==> src/rtl/vga_sync_if.sv <==
// Bundle of the VGA timing outputs and the colour-switch input shared between
// the sync controller (master) and the character generator (slave).
interface vga_sync_if;
  logic [2:0] sw_rgb;
  logic       p_tick;
  logic       hsync;
  logic       vsync;
  logic       video_on;
  logic [9:0] pixelx;
  logic [9:0] pixely;
  logic [2:0] rgbswitches;
  logic       frame_end;

  modport master (
    input  sw_rgb,
    output p_tick, hsync, vsync, video_on, pixelx, pixely, rgbswitches, frame_end
  );

  modport slave (
    output sw_rgb,
    input  p_tick, hsync, vsync, video_on, pixelx, pixely, rgbswitches, frame_end
  );
endinterface

==> src/rtl/vga_sync_controller.sv <==
// VGA timing master: pixel tick divider, horizontal/vertical scan counters,
// registered hsync/vsync/video_on, and a frame-boundary latch for the colour
// switches so the text colour never changes mid-frame.
module vga_sync_controller #(
  parameter int TICK_DIV  = 4,
  parameter int H_DISPLAY = 640,
  parameter int H_FRONT   = 16,
  parameter int H_SYNC    = 96,
  parameter int H_BACK    = 48,
  parameter int V_DISPLAY = 480,
  parameter int V_FRONT   = 10,
  parameter int V_SYNC    = 2,
  parameter int V_BACK    = 33
) (
  input  logic       clk,
  input  logic       reset,
  vga_sync_if.master vga
);

  localparam int H_TOTAL = H_DISPLAY + H_FRONT + H_SYNC + H_BACK;
  localparam int V_TOTAL = V_DISPLAY + V_FRONT + V_SYNC + V_BACK;
  localparam int DIV_W   = (TICK_DIV > 1) ? $clog2(TICK_DIV) : 1;

  localparam logic [DIV_W-1:0] DIV_LAST = DIV_W'(TICK_DIV - 1);
  localparam logic [9:0] H_LAST    = 10'(H_TOTAL - 1);
  localparam logic [9:0] V_LAST    = 10'(V_TOTAL - 1);
  localparam logic [9:0] H_VIS     = 10'(H_DISPLAY);
  localparam logic [9:0] V_VIS     = 10'(V_DISPLAY);
  localparam logic [9:0] H_SYNC_LO = 10'(H_DISPLAY + H_FRONT);
  localparam logic [9:0] H_SYNC_HI = 10'(H_DISPLAY + H_FRONT + H_SYNC - 1);
  localparam logic [9:0] V_SYNC_LO = 10'(V_DISPLAY + V_FRONT);
  localparam logic [9:0] V_SYNC_HI = 10'(V_DISPLAY + V_FRONT + V_SYNC - 1);

  logic [DIV_W-1:0] div_q, div_d;
  logic [9:0]       h_q, h_d;
  logic [9:0]       v_q, v_d;
  logic             hsync_q, hsync_d;
  logic             vsync_q, vsync_d;
  logic             video_on_q, video_on_d;
  logic [2:0]       rgb_q, rgb_d;
  logic [2:0]       sw_meta_q, sw_sync_q;
  logic             tick;
  logic             frame_end;

  assign tick      = (div_q == DIV_LAST);
  assign frame_end = tick && (h_q == H_LAST) && (v_q == V_LAST);

  // Next-state scan position; sync/blank decode uses the next position so the
  // registered strobes line up with pixelx/pixely on the same edge.
  always_comb begin
    div_d      = tick ? '0 : div_q + DIV_W'(1);
    h_d        = h_q;
    v_d        = v_q;
    hsync_d    = hsync_q;
    vsync_d    = vsync_q;
    video_on_d = video_on_q;
    if (tick) begin
      if (h_q == H_LAST) begin
        h_d = '0;
        v_d = (v_q == V_LAST) ? '0 : v_q + 10'd1;
      end else begin
        h_d = h_q + 10'd1;
      end
      hsync_d    = !((h_d >= H_SYNC_LO) && (h_d <= H_SYNC_HI));
      vsync_d    = !((v_d >= V_SYNC_LO) && (v_d <= V_SYNC_HI));
      video_on_d = (h_d < H_VIS) && (v_d < V_VIS);
    end
    rgb_d = frame_end ? sw_sync_q : rgb_q;
  end

  // State registers, including the two-flop switch synchroniser.
  always_ff @(posedge clk or posedge reset) begin
    if (reset) begin
      div_q      <= '0;
      h_q        <= '0;
      v_q        <= '0;
      hsync_q    <= 1'b1;
      vsync_q    <= 1'b1;
      video_on_q <= 1'b0;
      rgb_q      <= 3'b000;
      sw_meta_q  <= 3'b000;
      sw_sync_q  <= 3'b000;
    end else begin
      div_q      <= div_d;
      h_q        <= h_d;
      v_q        <= v_d;
      hsync_q    <= hsync_d;
      vsync_q    <= vsync_d;
      video_on_q <= video_on_d;
      rgb_q      <= rgb_d;
      sw_meta_q  <= vga.sw_rgb;
      sw_sync_q  <= sw_meta_q;
    end
  end

  assign vga.p_tick      = tick;
  assign vga.hsync       = hsync_q;
  assign vga.vsync       = vsync_q;
  assign vga.video_on    = video_on_q;
  assign vga.pixelx      = h_q;
  assign vga.pixely      = v_q;
  assign vga.rgbswitches = rgb_q;
  assign vga.frame_end   = frame_end;

endmodule

==> src/flat_wrapper.sv <==
// flat-port wrapper written by rule: the top's interface ports become plain ports
module vga_sync_controller_flat 
#(
  parameter int TICK_DIV  = 4,
  parameter int H_DISPLAY = 640,
  parameter int H_FRONT   = 16,
  parameter int H_SYNC    = 96,
  parameter int H_BACK    = 48,
  parameter int V_DISPLAY = 480,
  parameter int V_FRONT   = 10,
  parameter int V_SYNC    = 2,
  parameter int V_BACK    = 33
)
  (clk, reset, vga_sw_rgb, vga_p_tick, vga_hsync, vga_vsync, vga_video_on, vga_pixelx, vga_pixely, vga_rgbswitches, vga_frame_end);
  vga_sync_if vga_i ();
  input  logic clk;
  input  logic reset;
  input wire logic [$bits(vga_i.sw_rgb)-1:0] vga_sw_rgb;
  output wire logic [$bits(vga_i.p_tick)-1:0] vga_p_tick;
  output wire logic [$bits(vga_i.hsync)-1:0] vga_hsync;
  output wire logic [$bits(vga_i.vsync)-1:0] vga_vsync;
  output wire logic [$bits(vga_i.video_on)-1:0] vga_video_on;
  output wire logic [$bits(vga_i.pixelx)-1:0] vga_pixelx;
  output wire logic [$bits(vga_i.pixely)-1:0] vga_pixely;
  output wire logic [$bits(vga_i.rgbswitches)-1:0] vga_rgbswitches;
  output wire logic [$bits(vga_i.frame_end)-1:0] vga_frame_end;
  assign vga_i.sw_rgb = vga_sw_rgb;
  assign vga_p_tick = vga_i.p_tick;
  assign vga_hsync = vga_i.hsync;
  assign vga_vsync = vga_i.vsync;
  assign vga_video_on = vga_i.video_on;
  assign vga_pixelx = vga_i.pixelx;
  assign vga_pixely = vga_i.pixely;
  assign vga_rgbswitches = vga_i.rgbswitches;
  assign vga_frame_end = vga_i.frame_end;
  vga_sync_controller #(.TICK_DIV(TICK_DIV), .H_DISPLAY(H_DISPLAY), .H_FRONT(H_FRONT), .H_SYNC(H_SYNC), .H_BACK(H_BACK), .V_DISPLAY(V_DISPLAY), .V_FRONT(V_FRONT), .V_SYNC(V_SYNC), .V_BACK(V_BACK)) u_core (.clk(clk), .reset(reset), .vga(vga_i));
endmodule
==> config.mk <==
export PLATFORM = sky130hd
export DESIGN_NAME = vga_sync_controller_flat
export DESIGN_NICKNAME = d
export VERILOG_FILES = /design/src/rtl/vga_sync_if.sv /design/src/rtl/vga_sync_controller.sv /design/src/flat_wrapper.sv
export SDC_FILE = /design/constraint.sdc
export NUM_CORES = 1
export LEC_CHECK = 0
export ABC_AREA = 1
export CAP_MARGIN = 40
export CORE_AREA = 2 2 64 66
export DETAILED_ROUTE_END_ITERATION = 7
export DIE_AREA = 0 0 66 68
export PLACE_DENSITY = 0.84
export SYNTH_ARGS = -nofsm -noshare
export SYNTH_HDL_FRONTEND = slang
export SYNTH_SLANG_ARGS = --single-unit
==> constraint.sdc <==
create_clock -name clk -period 2.2 [get_ports clk]
set_input_delay 0.22 -clock clk [delete_from_list [all_inputs] [get_ports clk]]
set_output_delay 0.22 -clock clk [all_outputs]
set_load 0.005 [all_outputs]
-- After elaboration in Yosys (flattened, before gate mapping)
Cells that the tools add are included.
- bitwise operators: 0
- equal/unequal tests: 3
- add/sub/neg operators: 3
- $mul: 0
- div/mod/pow operators: 0
- shifts and indexed selects: 0
- reduce and logical (&&, ||, !) cells: 7
- order comparisons: 6
- multiplexer cells: 6
- operators by type and width (kind ; number):
    2-to-1 mux 10 bit ; 5
    adder 10 x 1 -> 10 bit, second input constant ; 2
    equality test 10 bit, second input constant ; 2
    greater-or-equal comparator 10 bit, second input constant ; 1
    greater-or-equal comparator 10 x 9 -> 1 bit, second input constant ; 1
    less-or-equal comparator 10 bit, second input constant ; 1
    less-or-equal comparator 10 x 9 -> 1 bit, second input constant ; 1
    less-than comparator 10 bit, second input constant ; 1
    less-than comparator 10 x 9 -> 1 bit, second input constant ; 1
    logical AND 1 bit ; 5
    adder 2 x 1 -> 2 bit, second input constant ; 1
    equality test 2 bit, second input constant ; 1
    logical NOT 1 bit ; 2
    2-to-1 mux 2 bit ; 1
- memory bits (read-only): 0
- bits in registers: 34
- memory bits (writable): 0
- bits in latches: 0
- memories kept: 0
- word-level logic and storage cells: 34

-- Logic depth before layout (Yosys ltp)
- depth after elaboration: 7
- depth in mapped cells: 13

-- Least setup slack after synthesis
No wires, ideal clock.
- kind: reg-to-reg
- from: register u_core.h_q[0], in the netlist u_core.vga.pixelx[0]
- to: register u_core.video_on_q, in the netlist u_core.vga.video_on
- arrival time: 1.442 ns
- period minus slack after synthesis: 1.559 ns
- slack: 0.641 ns
- library setup time: 0.117 ns
- cell stages (with the launch flop): 12
- cell sequence: dfrtp_1 -> ha_1 -> nand2_2 -> nor2_8 -> nand3_4 -> clkinv_2 -> nand2_1 -> nand2_1 -> nor2_1 -> nand3b_1 -> nand3_1 -> nand2_1
- cells in the longest elaborated chain, start to end: 5
- RTL lines (what ; line ; RTL):
    start, declared ; vga_sync_controller.sv:35 ; logic [9:0] h_q, h_d;
    start signal, assigned ; vga_sync_controller.sv:75 ; h_q <= '0;
    start signal, assigned ; vga_sync_controller.sv:85 ; h_q <= h_d;
    adder 10 x 1 -> 10 bit / equality test 10 bit (equally long branches) ; vga_sync_controller.sv:62, vga_sync_controller.sv:58 ;
    2-to-1 mux 10 bit ; vga_sync_controller.sv:58 ; if (h_q == H_LAST) begin
    2-to-1 mux 10 bit ; vga_sync_controller.sv:57 ; if (tick) begin
    less-than comparator 10 bit / less-than comparator 10 x 9 -> 1 bit (equally long branches) ; vga_sync_controller.sv:66 ; video_on_d = (h_d < H_VIS) && (v_d < V_VIS);
    logical AND 1 bit (*) ; vga_sync_controller.sv:66 ;
    end signal, assigned ; vga_sync_controller.sv:89 ; video_on_q <= video_on_d;
    end, declared ; vga_sync_controller.sv:39 ; logic video_on_q, video_on_d;
Every way passes the cells marked *; elsewhere a longest branch is shown, timed or not. The select of a mux whose other input is x is not followed.
A chain may end at the register's enable or synchronous reset.

-- Final worst setup path
- from: register u_core.h_q[1], in the netlist u_core.vga.pixelx[1]
- to: output vga_frame_end
- cells in the longest elaborated chain, start to end: 3
- RTL lines (what ; line ; RTL):
    equality test 10 bit ; vga_sync_controller.sv:46 ; assign frame_end = tick && (h_q == H_LAST) && (v_q == V_LAST);
    logical AND 1 bit (2 in a row) ; vga_sync_controller.sv:46 ;
    end, declared ; flat_wrapper.sv:26 ; output wire logic [$bits(vga_i.frame_end)-1:0] vga_frame_end;
Every way passes these cells.

==> out/results.tsv <==
stage	metric	value	unit
outcome	run status	completed	
place	Buffers on Ports	32	
synthesis	synthesized area per cell	7.53	µm²
synthesis	number of nets in the synthesized netlist	269	
worst_setup_path	type of element capturing the critical path	output pin	
synthesis	summed instance area of the synthesized netlist	1950	µm²
worst_setup_path	data arrival time of the critical path	1.58	ns
worst_setup_path	FF-to-FF path depth	11	
place	placer congestion estimate	0.949	
worst_setup_path	critical path's slowest cell	dfrtp_1	
worst_setup_path	WP depth	6	
layout	Layout Area Growth over Synthesis	27.2	%
timing	total negative slack	0	ns
timing	clk_skew	0.00577	ns
clock_tree	number of buffers created by CTS	5	
power_and_ir_drop	switching fraction of total power	0.216	
place	HPWL Detailed	3160	µm
synthesis	xor/xnor share of the synthesized area	0.0180	
clock_tree	hold-fix buffers at CTS	0	
power_and_ir_drop	internal power	889	µW
routing	Routed Wire Length	4350	µm
worst_setup_path	delay of the slowest cell on the worst path	0.37	ns
global_routing	largest net degree at the start of global routing	35	
synthesis	count of mapped cells out of synthesis	259	
routing	post-detailed-route count of antenna-violating nets	0	
power_and_ir_drop	switching power total	246	µW
global_routing	remaining global-route overflow	0	
routing	DR vias/cell	5.01	
floorplan	Total Die Area	4490	µm²
global_routing	first-pass GRT wire length	7310	µm
worst_setup_path	maximum fanout along the worst path	5	
worst_setup_path	cells along the critical path	ha_1, nand2_2, nor2_8, nand3_2, nor3_4, dlymetal6s2s_1	
routing	number of vias in the routed layout	1778	
power_and_ir_drop	Reg power frac	0.557	
floorplan	Die Width	66	µm
timing	endpoints failing setup	0	
clock_tree	count of clock tree sinks	34	
place	number of instances in the placed design	344	
timing	Relative slew margins	0.720	
global_routing	initial antenna violation count	0	
floorplan	core area	3860	µm²
min_path	kind of path behind the tightest hold check	primary input to asynchronous set/reset pin	
layout	Filler cells	333	
synthesis	post-synthesis cell type count	31	
layout	final std cells w/o fill	355	
clock_tree	CTS H-tree depth	2	
power_and_ir_drop	Leak Pwr	0.00121	µW
clock_tree	clock slew at reported path FFs	0.07	ns
clock_tree	TritonCTS clock tree	yes	
timing	RSZ-0062 raised after global routing	no	
synthesis	share of the synthesized area in compound gates (AO/OA/AOI/OAI)	0.0796	
layout	number of antenna cells inserted	0	
worst_setup_path	critical path startpoint category	flop	
synthesis	largest family of logic cells by synthesized area	simple AND/OR/NAND/NOR gates	
worst_setup_path	cell class contributing the biggest share of worst-path delay	simple AND/OR/NAND/NOR gates	
timing	transition time of the tightest slew-check pin	0.419	ns
timing	number of hold violations in the final report	0	
clock_tree	Max clock buf depth	2	
timing	Final period util	0.818	
global_routing	vias in the first global route	1669	
clock_tree	CTS root buf	clkbuf_8	
clock_tree	clock insertion delay at the later pin of the skew report	0.29	ns
layout	most common cell after layout, fill and taps aside	nand2_1	
power_and_ir_drop	Max VDD drop	0.397	mV
synthesis	YS warnings	0	
routing	DRC violation count after routing	0	
worst_setup_path	critical path class	flop to output pin	
global_routing	GRT Util Overall	0.214	
power_and_ir_drop	total power per unit cell area	458	nW/µm²
floorplan	starting density of the core	0.506	
layout	most frequent cells in the layout	nand2_1, dfrtp_1, clkdlybuf4s50_1, inv_1, nor2_1	
floorplan	number of placed I/O pins	33	
synthesis	share of the yosys chip area belonging to registers	0.438	
synthesis	adder-cell share of the synthesized area	0.0321	
timing	number of pins with negative max-slew slack in the final report	0	
timing	post-layout min period	1.80	ns
routing	DRC violation total after the first TritonRoute iteration	153	
timing	achievable clock frequency	555	MHz
power_and_ir_drop	clock network power share	0.426	
worst_setup_path	CP Buf/Inv Count	1	
layout	fraction of final layout cells with drive strength greater than 1	0.115	
synthesis	number of storage elements in the synthesis netlist	34	
synthesis	share of synthesized cell area in and, or, nand and nor gates	0.354	
layout	nets	314	
routing	per-cell routed wire length	12.3	µm
floorplan	Die Height	68	µm
worst_setup_path	data required time of the critical path	1.98	ns
floorplan	number of core rows	23	
flow_run	number of max-capacitance violations reported	0	
synthesis	multiplexer fraction of the synthesized cell area	0	
routing	drt pass-1 iters	5	
power_and_ir_drop	share of total power in combinational logic	0.017	
## kinds of logic after synthesis
| family | count (synthesis) |
|---|---|
| and+or+nand+nor | 152 |
| buffers and inverters | 36 |
| DFF | 34 |
| AOI/OAI and AO/OA | 28 |
| adders and majority gates | 5 |
| xor gates and xnor gates | 4 |
## cells in the mapped netlist
cell | count | share of area
a21o_1 | 1 | 0.0039
a21oi_1 | 3 | 0.0077
buf_6 | 1 | 0.0058
clkbuf_1 | 2 | 0.0039
clkbuf_8 | 1 | 0.0071
clkinv_1 | 1 | 0.0019
clkinv_2 | 1 | 0.0026
dfrtp_1 | 32 | 0.41
dfstp_2 | 2 | 0.027
ha_1 | 5 | 0.032
inv_1 | 30 | 0.058
nand2_1 | 92 | 0.18
nand2_2 | 1 | 0.0032
nand2_4 | 1 | 0.0058
nand3_1 | 17 | 0.044
nand3_2 | 2 | 0.010
nand3_4 | 1 | 0.0090
nand3b_1 | 2 | 0.0077
nand4_1 | 3 | 0.0096
nor2_1 | 24 | 0.046
nor2_2 | 3 | 0.0096
nor2_4 | 1 | 0.0058
nor2_8 | 1 | 0.010
nor3_1 | 2 | 0.0051
nor3_2 | 2 | 0.010
o21ai_0 | 21 | 0.054
o21ai_2 | 1 | 0.0045
o21bai_1 | 1 | 0.0039
o21bai_2 | 1 | 0.0058
xnor2_1 | 1 | 0.0045
xor2_1 | 3 | 0.013
## worst reg2reg max path: cells and delay by family (launching register included)
family / cells / cell delay, ns
flip-flops: 1 / 0.39
adder cells (fa/ha/maj): 1 / 0.22
buffers and inverters: 1 / 0.15
AND/OR/NAND/NOR: 9 / 0.96
## cell type report
| type | count | area, µm² | share of cell area |
|---|---|---|---|
| Clock buffer | 6 | 82.6 | 0.0333 |
| Inverter | 32 | 121 | 0.0490 |
| Timing Repair Buffer | 42 | 398 | 0.161 |
| Multi-Input combinational cell | 189 | 948 | 0.383 |
| Clock inverter | 2 | 12.5 | 0.00505 |
| Tap cell | 50 | 62.6 | 0.0252 |
| Sequential cell | 34 | 853 | 0.344 |
## path summary, 6_finish.rpt
kind	from	endpoint	slack, ns
setup / recovery	u_core.vga.pixelx[1]	vga_frame_end	0.40
hold / removal	reset	u_core.vga.rgbswitches[2]	0.32
setup reg to reg	u_core.vga.pixelx[0]	u_core.vga.vsync	0.41
hold reg to reg	u_core.sw_meta_q[2]	u_core.sw_sync_q[2]	0.35
max in group asynchronous	reset	u_core.vga.hsync	1.55
min in group clk	u_core.sw_meta_q[2]	u_core.sw_sync_q[2]	0.35
## flip-flops by register name (all words and copies together) (netlist names)
| signal | count |
|---|---|
| u_core.vga.pixely | 10 |
| u_core.vga.vsync | 1 |
| u_core.vga.video_on | 1 |
| u_core.div_q | 2 |
| u_core.sw_meta_q | 3 |
| u_core.vga.hsync | 1 |
| u_core.vga.rgbswitches | 3 |
| u_core.vga.pixelx | 10 |
| u_core.sw_sync_q | 3 |
## repair_timing
action,in CTS,in global routing
cloned,0,0
setup endpoints to repair,1,1
pin swaps,1,0
gates resized for setup,1,1
buffers inserted,3,0
## per-stage QoR
| stage | utilization | hold slack [ns] | power (µW) | setup WS (ns) | instance area, µm² |
|---|---|---|---|---|---|
| 2_1_floorplan | - | 0.251 | 653 | 0.641 | 1950 |
| 3_3_place_gp | 0.610 | 0.332 | 664 | 0.224 | 2350 |
| 3_5_place_dp | 0.610 | 0.339 | 665 | 0.189 | 2350 |
| 4_1_cts | 0.642 | 0.337 | 1150 | 0.0273 | 2480 |
| 5_1_grt | 0.643 | 0.365 | 1170 | 0.249 | 2480 |
| 6_report | 0.643 | 0.315 | 1130 | 0.399 | 2480 |
## metal layers
metal  up-vias  GRT usage  part of all wire
met5         -          0                 0
met4         0     0.0842             0.017
met1       807      0.258              0.42
met3        10     0.0477             0.057
li1        901          -                 -
met2        60      0.375              0.51
## power groups by stage
stage | clock network (µW) | logic (µW) | registers (µW)
3_3_place_gp | 0 | 21.0 | 643
3_5_place_dp | 0 | 21.1 | 644
4_1_cts | 493 | 21.0 | 632
6_report | 483 | 19.7 | 632
5_1_grt | 512 | 23.5 | 632
2_1_floorplan | 0 | 9.18 | 643
No activity file was read; power rests on OpenSTA's default activity.
==> RTL edit 1, RTL diff (same flow settings) <==
Make the reset (`reset`) synchronous in one clocked block.
--- a/src/rtl/vga_sync_controller.sv
+++ b/src/rtl/vga_sync_controller.sv
@@ -71,3 +71,3 @@
   // State registers, including the two-flop switch synchroniser.
-  always_ff @(posedge clk or posedge reset) begin
+  always_ff @(posedge clk) begin
     if (reset) begin
Function: differs if reset is asserted again (counterexample within 4 cycles, from zero or initial values and one cycle with reset high); with reset held inactive, the same outputs for 10 cycles.
==> RTL edit 1 against the unedited design <==
Setup slack worse by 0.31 ns. First-iteration DRC count down 27%. Sequential cell count unchanged. Wire length up 9.4%. Final area up 0.45%. Core utilization up 0.29 points. Area after synthesis down 4.6%. Largest cell class unchanged.
Power is not compared: it rests on default switching activity, and its combinational part moved more than twofold at a synthesized area within 25%.
==> RTL edit 1: results (changes against the unedited design) <==
cts:
  cts_root_buf: "clkbuf_8"
  clk_pin_slew_worst_paths_ns: 0.07  # about the same
  insertion_delay_ns: 0.29  # about the same
  htreeDepth: 2  # unchanged
  numCtsBuffers: 5  # unchanged
  cts_buffer_depth: 2  # unchanged
logic_synthesis:
  syn_nets: 283  # +5.2%
  synth_area_leaders: "dfxtp_1, nand2_1, nor2_1"
  async_flop_share: 0  # -1.00
  synth_warnings: 0  # unchanged
  synthTopCellsByCount: "nand2_1, nor2_1, inv_1"
  synth_seq_area_share: 0.366  # -0.0719
  synth_cell_types: 29  # -6.5%
  synth_top_flop_cell: "dfxtp_1"
status:
  status: "finished clean"
global_routing:
  antenna_found_initial: 0  # unchanged
  grtUsageTotal: 0.230  # +0.0156
  grt_pass1_wl_um: 7620  # +4.2%
  grt_start_max_net_pins: 18  # -49%
  grt_pass1_vias: 1702  # +2.0%
  grt_overflow: 0  # unchanged
layout:
  layout-drive-gt1-share: 0.156  # +0.0410
  nFillCells: 345  # +3.6%
  multiInputGateArea_sq_um: 1040  # +9.2%
  diodes: 0  # unchanged
  nets: 330  # +5.1%
worst_setup_path:
  r2r_cells: 12  # +1
  critical_path.max_fanout: 5  # unchanged
  critPathLaunch: "u_core.vga.pixelx[1]"
  r2r-start: "u_core.vga.pixely[0]"
  critPathArrivalTime_ns: 1.89  # +0.31 ns
routing:
  firstDrtPassIters: 4  # -1
  routed_wl_um: 4760  # +9.4%
  vias: 1912  # +7.5%
  drt_iter0_markers: 111  # -27%
place:
  dp.final_hpwl_um: 3310  # +4.8%
  routabilityCongestion: 0.981  # +3.4%
  portBuffers: 32  # unchanged
  place_area_sq_um: 2300  # -2.3%
hold_path:
  min_path_cells: 2
  min-delay-start: "u_core.sw_meta_q[2]"
  hold_class: "flop to flop"
timing:
  worst_pin_slew_ns: 0.345  # -0.0739 ns
  skew_ns: 0.00732  # +0.00155 ns
power_and_ir_drop:
  peakVddDrop_mv: 0.541
  p_leak_nw: 1.11
[RTL edit 1: timing repair]
item,4_1_cts,5_1_grt
pin swaps,3,1
gates resized for setup,3,9
endpoints found under the hold margin,0,0
cloned,0,0
buffers inserted,2,0
setup endpoints to repair,1,1
[RTL edit 1: final cells by class]
type,count,area share
well taps,50,0.0251
clock inverters,2,0.0241
repair buffers,43,0.162
inverters,42,0.0633
flip-flops and latches,34,0.276
multi-input cells,194,0.416
clock buffers,6,0.0332
[RTL edit 1: logic make-up (layout without fill, tap and decap cells)]
| kind of cell | after synthesis | count (layout) | share of synthesized area |
|---|---|---|---|
| AO/OA/AOI/OAI | 31 | 31 | 0.100 |
| XOR/XNOR | 2 | 2 | 0.00942 |
| adder cells (fa/ha/maj) | 5 | 5 | 0.0336 |
| buffers and inverters | 45 | 93 | 0.0915 |
| flip-flops | 34 | 34 | 0.366 |
| AND/OR/NAND/NOR | 156 | 156 | 0.399 |
[RTL edit 1: worst paths after layout]
| path | endpoint | slack, ns |
|---|---|---|
| hold reg to reg | u_core.sw_sync_q[2] | 0.40 |
| setup reg to reg | u_core.vga.vsync | 0.41 |
| hold / removal | u_core.sw_sync_q[2] | 0.40 |
| setup / recovery | vga_frame_end | 0.09 |
[RTL edit 1: worst max-delay path, stage by stage (launching register included)]
cell             delay [ns]
dfxtp_1                0.38
ha_4                   0.18
nand4_4                0.17
nor2_8                 0.16
nand3_4                0.09
nor2_4                 0.12
clkdlybuf4s50_1        0.50
[RTL edit 1: per-stage QoR]
step           cells  setup slack, ns  power [mW]  hold slack, ns
2_1_floorplan    273            0.572       0.678           0.327
3_3_place_gp     361            0.266       0.710           0.394
3_5_place_dp     361            0.240       0.712           0.396
4_1_cts          371           0.0159        1.43           0.406
5_1_grt          371         0.000597        1.46           0.426
6_report         371           0.0866        1.42           0.404
[RTL edit 1: power by group]
group | switching (mW) | total, mW | internal (mW)
combinational | 0.0362 | 0.0660 | 0.0298
clock | 0.236 | 0.719 | 0.483
sequential | 0.00513 | 0.633 | 0.628
total | 0.277 | 1.42 | 1.14
[RTL edit 1: per-layer routing]
layer  part of all wire  track usage
met3              0.068       0.0592
met2               0.49        0.390
met4              0.035        0.148
met1               0.41        0.258
met5                  0            0
==> RTL edit 2, RTL diff (same flow settings) <==
Without the edit above. `TICK_DIV` is set to 4 in 2 places; all go to 16.
--- a/src/rtl/vga_sync_controller.sv
+++ b/src/rtl/vga_sync_controller.sv
@@ -4,3 +4,3 @@
 module vga_sync_controller #(
-  parameter int TICK_DIV  = 4,
+  parameter int TICK_DIV  = 16,
   parameter int H_DISPLAY = 640,
--- a/src/flat_wrapper.sv
+++ b/src/flat_wrapper.sv
@@ -3,3 +3,3 @@
 #(
-  parameter int TICK_DIV  = 4,
+  parameter int TICK_DIV  = 16,
   parameter int H_DISPLAY = 640,
Function: changed (a bounded check fails within 4 cycles, from zero or initial values and one cycle with reset high).
==> RTL edit 2 against the unedited design <==
Sequential cell count up 2. Area after synthesis up 8.0%. Power up 3.6%. Final area up 6.9%. Final cell count up 7.3%. Die area unchanged. Global-route usage up 3.4 points. Count of clock-buffer cells in the layout down 1. Critical endpoint is now vga_p_tick. Wire length up 11%. Register-to-register slack worse by 0.05 ns. Setup slack worse by 0.30 ns. Largest power group unchanged.
==> RTL edit 2: results (changes against the unedited design) <==
status:
  status: "finished clean"
logic_synthesis:
  syn_inst: 284  # +9.7%
  syn_nets: 294  # +9.3%
  synth_seq_area_share: 0.429  # -0.00874
  synth_cell_types: 30  # -3.2%
  synth_area_leaders: "dfrtp_1, nand2_1, inv_1"
  synthTopCellsByCount: "nand2_1, inv_1, dfrtp_1"
layout:
  finalNonFillerCells: 381  # +7.3%
  layout-drive-gt1-share: 0.145  # +0.0303
  nFillCells: 331  # -0.60%
place:
  routabilityCongestion: 1.00  # +5.6%
  dp.final_hpwl_um: 3490  # +10%
routing:
  firstDrtPassIters: 4  # -1
  route.met3.wl_um: 299  # +21%
  wl_met2_um: 2360  # +6.1%
  vias: 1998  # +12%
power_and_ir_drop:
  peakVddDrop_mv: 0.537  # +35%
  switching_share: 0.236  # +0.0194
worst_setup_path:
  r2r-start: "u_core.vga.pixelx[1]"
  critPathArrivalTime_ns: 1.88  # +0.30 ns
  critical_path.max_fanout: 23  # +18
timing:
  timing.hold.ws_ns: 0.338  # +0.0230 ns
  fin_crit_sh: 0.956  # +0.138
global_routing:
  grt_pass1_wl_um: 8420  # +15%
  grt_start_max_net_pins: 37  # +5.7%
==> RTL edit 2: changes by cell type in the layout (fill, tap and decap cells not counted), sizes merged, moves of 2 or more <==
cell    change
xor2        +2
inv         +7
nor3        -3
or2         +3
nand4       +4
buf         +6
dfrtp       +2
nand3b      -2
clkinv      -2
o21ai       -3
o21a        +4
nand3       +7
==> RTL edit 2: kinds of logic after synthesis <==
logic type	after synthesis	share of synthesized area
adder cells (fa/ha/maj)	5	0.0297
AO/OA/AOI/OAI	31	0.0856
flip-flops	36	0.429
XOR/XNOR	5	0.0208
buffers and inverters	46	0.0921
AND/OR/NAND/NOR	161	0.343
==> RTL edit 2: how the worst max path moves through the flow <==
| stage | startpoint | to | depth (start not counted) |
|---|---|---|---|
| after floorplan | u_core.vga.pixelx[0] | u_core.vga.video_on | 11 |
| after CTS | u_core.div_q[0] | vga_p_tick | 5 |
| after global placement | u_core.vga.pixelx[1] | vga_frame_end | 8 |
| final | u_core.div_q[0] | vga_p_tick | 5 |
| after detailed placement | u_core.vga.pixelx[1] | vga_frame_end | 8 |
| after global routing | u_core.vga.pixely[1] | vga_frame_end | 9 |
==> RTL edit 2: timing repair <==
action                     CTS  global route
pin swaps                    2             0
setup endpoints to repair    1             1
gates resized for setup      3             1
setup buffers                4             0
==> RTL edit 2: power groups by stage <==
stage          registers (mW)  clock network, mW  logic [mW]
6_report                0.668              0.486      0.0209
5_1_grt                 0.669              0.523      0.0250
4_1_cts                 0.668              0.486      0.0219
3_5_place_dp            0.681                  0      0.0217
3_3_place_gp            0.681                  0      0.0210
2_1_floorplan           0.681                  0     0.00971
==> RTL edit 2: worst max-delay path, cell delays in order, from the launching register on <==
cell and delay, ns:
dfrtp_1 0.38, ha_1 0.19, nand3_1 0.11, inv_1 0.11
buf_4 0.26, clkdlybuf4s50_1 0.55
==> RTL edit 2: final cells by class <==
cell class | instances | area share
clock inverter | 3 | 0.00897
clock buffer | 5 | 0.0260
multi-input combinational | 202 | 0.382
sequential | 36 | 0.341
inverter | 37 | 0.0524
tap | 50 | 0.0236
timing repair buffer | 48 | 0.166
==> RTL edit 2: per-layer routing <==
layer	GRT usage	vias to the layer above
met4	0.125	0
met2	0.431	73
met3	0.0526	23
li1	-	989
met5	0	-
met1	0.293	913
==> RTL edit 2: stage by stage <==
stage | util | area, sq um
floorplan | - | 2110
global placement | 0.654 | 2520
detailed placement | 0.654 | 2520
CTS | 0.687 | 2650
global route | 0.687 | 2650
finish | 0.687 | 2650
